===== config.mk =====
export PLATFORM = sky130hd
export DESIGN_NAME = vxe_fifo_lvl
export DESIGN_NICKNAME = d
export VERILOG_FILES = /design/src/rtl/vxe_fifo_ram.sv /design/src/rtl/vxe_fifo_lvl.sv
export SDC_FILE = /design/constraint.sdc
export NUM_CORES = 1
export LEC_CHECK = 0
export ABC_CLOCK_PERIOD_IN_PS = 2700
export CORE_MARGIN = 8
export CORE_UTILIZATION = 54
export DETAILED_ROUTE_END_ITERATION = 7
export PLACE_DENSITY = 0.79
export SLEW_MARGIN = 25
export SYNTH_ARGS = -nofsm -noshare
export SYNTH_HDL_FRONTEND = slang
export SYNTH_SLANG_ARGS = --single-unit
export TNS_END_PERCENT = 5

===== constraint.sdc =====
create_clock -name clk -period 2.7 [get_ports clk]
set_input_delay 0.675 -clock clk [delete_from_list [all_inputs] [get_ports clk]]
set_output_delay 0.675 -clock clk [all_outputs]
set_load 0.01 [all_outputs]

===== src/rtl/vxe_fifo_ram.sv =====
// Storage for vxe_fifo_lvl: DEPTH x DATA_WIDTH array with one synchronous write
// port and a combinational read port, so the head word falls through to the output.
module vxe_fifo_ram #(
    parameter int DATA_WIDTH = 32,
    parameter int DEPTH_POW2 = 2
) (
    input  logic                  clk,
    input  logic                  we_i,
    input  logic [DEPTH_POW2-1:0] waddr_i,
    input  logic [DATA_WIDTH-1:0] wdata_i,
    input  logic [DEPTH_POW2-1:0] raddr_i,
    output logic [DATA_WIDTH-1:0] rdata_o
);

    localparam int DEPTH = 2 ** DEPTH_POW2;

    // Contents are deliberately not reset; validity is tracked by the pointers.
    logic [DATA_WIDTH-1:0] mem_q [DEPTH];

    always_ff @(posedge clk) begin
        if (we_i) begin
            mem_q[waddr_i] <= wdata_i;
        end
    end

    assign rdata_o = mem_q[raddr_i];

endmodule


===== src/rtl/vxe_fifo_lvl.sv =====
// First-word-fall-through single-clock FIFO with registered occupancy level,
// almost-full/almost-empty thresholds, synchronous flush and sticky error flags.
module vxe_fifo_lvl #(
    parameter int DATA_WIDTH = 32,
    parameter int DEPTH_POW2 = 2,
    parameter int AF_THRESH  = 2 ** DEPTH_POW2 - 1,
    parameter int AE_THRESH  = 1
) (
    input  logic                  clk,
    input  logic                  nrst,
    input  logic                  flush,
    input  logic                  clr_err,
    input  logic [DATA_WIDTH-1:0] data_in,
    input  logic                  wr,
    output logic                  in_rdy,
    output logic [DATA_WIDTH-1:0] data_out,
    input  logic                  rd,
    output logic                  out_vld,
    output logic [DEPTH_POW2:0]   level,
    output logic                  almost_full,
    output logic                  almost_empty,
    output logic                  ovf,
    output logic                  udf
);

    localparam int PW = DEPTH_POW2 + 1;
    localparam logic [PW-1:0] PTR_ONE = PW'(1);
    localparam logic [PW-1:0] AF_L    = PW'(AF_THRESH);
    localparam logic [PW-1:0] AE_L    = PW'(AE_THRESH);

    logic [PW-1:0] wr_ptr_q, wr_ptr_d;
    logic [PW-1:0] rd_ptr_q, rd_ptr_d;
    logic [PW-1:0] level_q, level_d;
    logic          in_rdy_q, in_rdy_d;
    logic          out_vld_q, out_vld_d;
    logic          af_q, af_d;
    logic          ae_q, ae_d;
    logic          ovf_q, ovf_d;
    logic          udf_q, udf_d;

    logic          wr_acc;
    logic          rd_acc;
    logic          ovf_set;
    logic          udf_set;
    logic          ptr_full_d;
    logic          ptr_empty_d;

    // Accept decisions use only registered status, so a full FIFO never passes
    // a write through on the same cycle as a read.
    assign wr_acc  = wr & in_rdy_q  & ~flush;
    assign rd_acc  = rd & out_vld_q & ~flush;
    assign ovf_set = wr & ~in_rdy_q  & ~flush;
    assign udf_set = rd & ~out_vld_q & ~flush;

    vxe_fifo_ram #(
        .DATA_WIDTH (DATA_WIDTH),
        .DEPTH_POW2 (DEPTH_POW2)
    ) u_ram (
        .clk     (clk),
        .we_i    (wr_acc),
        .waddr_i (wr_ptr_q[DEPTH_POW2-1:0]),
        .wdata_i (data_in),
        .raddr_i (rd_ptr_q[DEPTH_POW2-1:0]),
        .rdata_o (data_out)
    );

    always_comb begin
        wr_ptr_d = wr_ptr_q;
        rd_ptr_d = rd_ptr_q;
        if (flush) begin
            wr_ptr_d = '0;
            rd_ptr_d = '0;
        end else begin
            if (wr_acc) wr_ptr_d = wr_ptr_q + PTR_ONE;
            if (rd_acc) rd_ptr_d = rd_ptr_q + PTR_ONE;
        end

        // Pointers carry one extra wrap bit, so the modular difference spans 0..DEPTH.
        level_d     = wr_ptr_d - rd_ptr_d;
        ptr_empty_d = (wr_ptr_d == rd_ptr_d);
        ptr_full_d  = (wr_ptr_d[DEPTH_POW2-1:0] == rd_ptr_d[DEPTH_POW2-1:0]) &&
                      (wr_ptr_d[DEPTH_POW2] != rd_ptr_d[DEPTH_POW2]);

        in_rdy_d  = ~ptr_full_d;
        out_vld_d = ~ptr_empty_d;
        af_d      = (level_d >= AF_L);
        ae_d      = (level_d <= AE_L);

        // A new error event outranks a simultaneous clear.
        ovf_d = ovf_set | (ovf_q & ~clr_err);
        udf_d = udf_set | (udf_q & ~clr_err);
    end

    always_ff @(posedge clk or negedge nrst) begin
        if (!nrst) begin
            wr_ptr_q  <= '0;
            rd_ptr_q  <= '0;
            level_q   <= '0;
            in_rdy_q  <= 1'b1;
            out_vld_q <= 1'b0;
            af_q      <= 1'b0;
            ae_q      <= 1'b1;
            ovf_q     <= 1'b0;
            udf_q     <= 1'b0;
        end else begin
            wr_ptr_q  <= wr_ptr_d;
            rd_ptr_q  <= rd_ptr_d;
            level_q   <= level_d;
            in_rdy_q  <= in_rdy_d;
            out_vld_q <= out_vld_d;
            af_q      <= af_d;
            ae_q      <= ae_d;
            ovf_q     <= ovf_d;
            udf_q     <= udf_d;
        end
    end

    assign in_rdy       = in_rdy_q;
    assign out_vld      = out_vld_q;
    assign level        = level_q;
    assign almost_full  = af_q;
    assign almost_empty = ae_q;
    assign ovf          = ovf_q;
    assign udf          = udf_q;

endmodule


==> impl_metrics.py <==
metrics = {
    "place": {
        "place_ws_ns": -0.135,
        "dpl.hpwl_um": 6460,
        "place.gp.congestion": 0.781,
        "dpl.cell_count": 454,
        "portBuffers": 78,
    },
    "synth": {
        "synth_area_um2": 5380,
        "synthFlopType": "edfxtp_1",
        "synth_warnings": 0,
        "yosys.cell_types.count": 29,
        "syn_area_per_cell_um2": 22.9,
        "yosys.area.top_type": "edfxtp_1",
        "synth_top_area_frac": 0.715,
        "seq_area_frac_synth": 0.785,
        "synth.ff_latch_count": 143,
        "syn_inst": 235,
        "async_flop_share": 0.105,
        "synth.most_common_cell": "edfxtp_1",
        "synth_edf_count": 128,
        "syn-num-nets": 281,
        "synth_area_leaders": "edfxtp_1 72%, mux4_2 13%, dfrtp_1 6.1%, ha_1 1.6%, dfstp_2 0.98%",
        "synth_common_cells": "128 x edfxtp_1, 32 x mux4_2, 13 x dfrtp_1",
    },
    "routing": {
        "drc": 0,
        "via_per_inst": 5.31,
        "routed_wl_um": 10300,
        "drt_iter0_markers": 147,
        "first_pass_iters": 5,
        "ant_nets": 0,
        "wl_per_cell_um": 20.9,
        "vias": 2608,
    },
    "timing": {
        "max_freq_mhz": 374,
        "fin_ws_ns": 0.0256,
        "max_slew_margin": 0.576,
        "worst_pin_slew_ns": 0.634,
        "rsz0062_at_grt": "true",
        "slew_viol_final": 0,
        "whs_ns": 0.531,
        "period_share": 0.991,
        "finalSetupViolCount": 0,
        "hold_viol_final": 0,
        "clock_skew_ns": 0.00657,
        "min_period_ns": 2.67,
    },
    "die": {
        "core-area_um2": 9730,
        "rows": 36,
        "fp.dieArea_um2": 13400,
        "start_util": 0.552,
        "boundaryPins": 79,
        "die_w_um": 116,
        "die_y_um": 116,
    },
    "layout": {
        "fin_util": 0.732,
        "fillCellCount": 596,
        "final_cells": 491,
        "drive_gt1_frac": 0.307,
        "diodes": 0,
        "syn_to_final_growth_pct": 32.5,
        "nets": 391,
    },
    "power_and_ir_drop": {
        "seqPwrFrac": 0.428,
        "power_frac_comb": 0.178,
        "ir_worst_vdd_mv": 0.487,
        "p_int_w": 0.00464,
        "cellPowerDensity_nw_per_um2": 844,
        "p_sw_frac": 0.227,
        "power.leakage_nw": 2.50,
        "p_clk_frac": 0.393,
        "power_switching_w": 0.00136,
    },
    "grt": {
        "antenna_found_initial": 0,
        "grt_pass1_wl_um": 15700,
        "first_global_vias": 2822,
        "grt_max_degree": 23,
        "grt_overflow": 0,
        "grt_usage": 0.165,
    },
    "clock_tree": {
        "clock_sinks": 143,
        "cts_buffers": 17,
        "clockBufferDepth": 2,
        "hold_buffers": 0,
        "clock_latency_ns": 0.52,
        "path_clk_slew_ns": 0.06,
        "cts_tree": "done",
        "root_buffer": "clkbuf_8",
        "h-tree-depth": 4,
    },
    "critical_path": {
        "end_kind": "primary output",
        "critical_path_class": "register to primary output",
        "required_ns": 2.03,
        "setup.worst_path.start_class": "register",
        "worstPathArrival_ns": 2.00,
        "worstPathMaxFanout": 7,
    },
    "job": {
        "cap_violations": 0,
    },
    "run_status": {
        "status": "completed",
    },
    "worst_hold_path": {
        "hp-class": "register to register",
    },
}
[final timing paths]
check	endpoint	cells after the start	from	slack, ns
min in group asynchronous	almost_full	1	nrst	0.55
max in group asynchronous	rd_ptr_q[0]	1	nrst	1.71
hold / removal	udf	2	udf	0.53
hold reg to reg	udf	2	udf	0.53
setup / recovery	data_out[9]	3	rd_ptr_q[0]	0.03
setup reg to reg	almost_full	8	rd_ptr_q[0]	0.11
[critical path: stages (launching register included)]
cell and delay [ns]:
dfrtp_2 0.41, bufbuf_16 0.29, mux4_2 0.48, dlygate4sd2_1 0.30
[flip-flops by register name (all words and copies together), names as in the netlist]
signal and count:
wr_ptr_q 3, rd_ptr_q 3, level 3, u_ram.mem_q 128, in_rdy 1, out_vld 1
almost_empty 1, udf 1, almost_full 1, ovf 1
[layer usage]
| layer | global-route usage | routed length (µm) | up-vias |
|---|---|---|---|
| met2 | 0.254 | 5070 | 102 |
| met3 | 0.0573 | 733 | 10 |
| met1 | 0.206 | 4350 | 1322 |
| li1 | - | - | 1174 |
| met4 | 0.0821 | 123 | 0 |
| met5 | 0 | 0 | - |
[cell families (layout without fill, tap and decap cells)]
| logic type | after synthesis | in the layout | synth area share |
|---|---|---|---|
| AOI/OAI and AO/OA | 4 | 4 | 0.00559 |
| xor gates and xnor gates | 4 | 4 | 0.00931 |
| and+or+nand+nor | 22 | 22 | 0.0223 |
| buffers and inverters | 19 | 142 | 0.0165 |
| muxes | 35 | 35 | 0.141 |
| adders and majority gates | 8 | 8 | 0.0200 |
| DFF | 143 | 143 | 0.785 |
[power groups by stage]
stage | Clock [W] | Combinational [W] | Sequential (W)
2_1_floorplan | 0 | 0.000508 | 0.00263
3_3_place_gp | 0 | 0.00105 | 0.00263
3_5_place_dp | 0 | 0.00106 | 0.00263
4_1_cts | 0.00240 | 0.00105 | 0.00258
5_1_grt | 0.00249 | 0.00115 | 0.00258
6_report | 0.00236 | 0.00107 | 0.00257
[layout make-up]
cell class	count	area (µm²)	share of cell area
clock inverter	14	190	0.0267
timing repair buffer	100	1020	0.143
tap	133	166	0.0234
sequential	143	4220	0.593
clock buffer	18	418	0.0587
multi-input combinational	73	1070	0.150
inverter	10	37.5	0.00527
[layout by cell type, fill, tap and decap left out, types with 2 or more instances in the layout]
cell,netlist,layout
buf_12,0,8
dfrtp_1,13,12
or2_2,2,2
clkinvlp_4,0,4
inv_1,10,10
xor2_1,2,2
nor2_1,4,4
clkdlybuf4s15_1,0,18
nand2_1,4,4
clkinv_2,0,2
buf_2,5,9
and2_2,0,4
clkdlybuf4s50_1,0,46
buf_6,1,2
dfstp_2,2,2
nand3_1,4,4
o32ai_1,2,2
dlygate4sd2_1,0,2
edfxtp_1,128,128
clkbuf_2,0,3
bufinv_16,0,4
ha_1,7,7
inv_6,0,2
clkbuf_16,0,16
buf_4,1,11
mux4_2,32,32
[what timing repair did]
action | CTS | global route
setup endpoints to repair | 32 | 13
pin swaps | 0 | 0
resized for setup | 62 | 23
buffers inserted | 3 | 1
endpoints found under the hold margin | 0 | 0
cloned | 1 | 0
[metrics by stage]
stage          total power [W]  TNS (ns)  cell area, µm²
2_1_floorplan          0.00313         0            5380
3_3_place_gp           0.00368   -0.0628            6490
3_5_place_dp           0.00369    -0.157            6490
4_1_cts                0.00603    -0.557            7090
5_1_grt                0.00622   -0.0359            7120
6_report               0.00601         0            7120
No activity file was read; power rests on OpenSTA's default activity.
==> edit: new RTL, same settings <==
`DATA_WIDTH` is set to 32 in 2 places; all go to 36.
--- a/src/rtl/vxe_fifo_ram.sv
+++ b/src/rtl/vxe_fifo_ram.sv
@@ -1,7 +1,7 @@
 // Storage for vxe_fifo_lvl: DEPTH x DATA_WIDTH array with one synchronous write
 // port and a combinational read port, so the head word falls through to the output.
 module vxe_fifo_ram #(
-    parameter int DATA_WIDTH = 32,
+    parameter int DATA_WIDTH = 36,
     parameter int DEPTH_POW2 = 2
 ) (
     input  logic                  clk,
--- a/src/rtl/vxe_fifo_lvl.sv
+++ b/src/rtl/vxe_fifo_lvl.sv
@@ -1,7 +1,7 @@
 // First-word-fall-through single-clock FIFO with registered occupancy level,
 // almost-full/almost-empty thresholds, synchronous flush and sticky error flags.
 module vxe_fifo_lvl #(
-    parameter int DATA_WIDTH = 32,
+    parameter int DATA_WIDTH = 36,
     parameter int DEPTH_POW2 = 2,
     parameter int AF_THRESH  = 2 ** DEPTH_POW2 - 1,
     parameter int AE_THRESH  = 1
Ports: changed (resized data_in and data_out); port bits go from 79 to 87. No check against the original RTL was run, so the function may have changed too.
==> edit against the unedited design <==
- total power increased by 8.2%
- wire length increased by 13%
- area after synthesis increased by 11%
- critical path depth increased by 1
- clock skew increased by 5.8 ps
- final area increased by 9.9%
- non-clock buffer count increased by 10
- sequential cell count increased by 16
- critical endpoint is now data_out[5]
- sequential share of layout area increased by 0.81 points
- largest power group unchanged
- setup slack got worse by 11 ps
- count of clock-buffer cells in the layout increased by 3
- sequential power increased by 11%
==> edit: results (changes against the unedited design) <==
metric;value;unit;change
Least-Margin Pin Slew;657;ps;+22.8 ps
Root Buffer;clkbuf_8;;
number of synthesized flops with an enable pin;144;;+13%
drt via density;5.41;;+1.8%
Synth async-reset ratio;9.43;%;-1.1 points
DP Cell Count;490;;+7.9%
status;completed;;
gr usage total;16.8;%;+0.29 points
crit-path max FO;10;;+3
DR iter-0 viols;185;;+26%
vias in the first global route;3257;;+15%
leading cell types by count after synthesis;edfxtp_1, mux4_2, dfrtp_1, inv_1, ha_1;;
Layout Cells excl Fill;528;;+7.5%
first-pass GRT wire length;18.2;mm;+15%
nets;425;;+8.7%
buffers added on ports;86;;+10%
LEAKAGE;2.73;nW;+9.1%
Synth area leaders;edfxtp_1, mux4_2, dfrtp_1;;
share of cells above drive strength 1;30.4;%;-0.31 points
largest net degree at the start of global routing;30;;+30%
Worst Clk Skew;12.4;ps;+5.81 ps
Pre-antenna DRT Iters;4;;-1
post-DR wirelength/cell;22.0;um;+5.4%
worst vdd ir;480;uV;-1.4%
post-synthesis sequential area ratio;79.0;%;+0.44 points
CTS max path bufs;2;;unchanged
average size of a mapped cell;23.3;um^2;+2.1%
max FFs per register;144;;+13%
pre-CTS setup slack;-125;ps;+9.69 ps
==> edit: worst paths after layout <==
| path | cells past startpoint | start | to | slack (ps) |
|---|---|---|---|---|
| max in group asynchronous | 1 | nrst | rd_ptr_q[1] | 1680 |
| worst max register to register | 8 | rd_ptr_q[0] | almost_full | 130 |
| min in group asynchronous | 1 | nrst | out_vld | 550 |
| worst min register to register | 2 | udf | udf | 530 |
| worst max-delay path | 4 | rd_ptr_q[0] | data_out[5] | 10 |
| worst min-delay path | 2 | udf | udf | 530 |
==> edit: cell type report <==
cell class / instances / area [um^2]
sequential: 159 / 4700
fill: 654 / 2970
multi-input combinational: 77 / 1160
timing repair buffer: 110 / 1130
clock buffer: 21 / 429
clock inverter: 11 / 188
tap: 140 / 175
inverter: 10 / 37.5
==> edit: report_power, final <==
part,switching (mW),internal (mW),total [mW]
sequential,0.0456,2.81,2.86
clock,0.882,1.59,2.47
combinational,0.499,0.673,1.17
==> edit: through the flow <==
stage / total power, mW / instance area (um^2) / TNS, ps / util [%] / hold slack (ps)
after global routing: 6.74 / 7830 / -395 / 72.5 / 556
after floorplan: 3.48 / 5950 / 0 / - / 379
after detailed placement: 4.08 / 7160 / -137 / 66.3 / 524
after global placement: 4.06 / 7160 / -49.7 / 66.3 / 513
final: 6.50 / 7830 / 0 / 72.5 / 534
after CTS: 6.56 / 7830 / -1030 / 72.5 / 536
==> edit: kinds of logic after synthesis <==
logic type,Yosys count,share of synthesized area [%]
buffers and inverters,19,1.62
multiplexers,39,14.2
AND/OR/NAND/NOR,22,2.02
flip-flops,159,79.0
adder cells (fa/ha/maj),8,1.81
AO/OA/AOI/OAI,4,0.504
XOR/XNOR,4,0.841
==> edit: routing by layer <==
metal  track usage, %  up-vias  wire (um)
met5                0        -          0
li1                 -     1277          -
met1             20.2     1481       4740
met2             27.3       87       5870
met3             6.28       11        905
met4             6.25        0        122
==> edit: critical path: stages (launching register included) <==
cell and delay [ps]:
dfrtp_2 390, buf_4 160, buf_16 150, mux4_2 480
dlygate4sd2_1 300
==> edit: what timing repair did <==
| action | in CTS | in global routing |
|---|---|---|
| setup endpoints to repair | 36 | 26 |
| setup buffers | 2 | 2 |
| resized for setup | 53 | 30 |
| pin swaps | 0 | 0 |
| cloned | 2 | 0 |
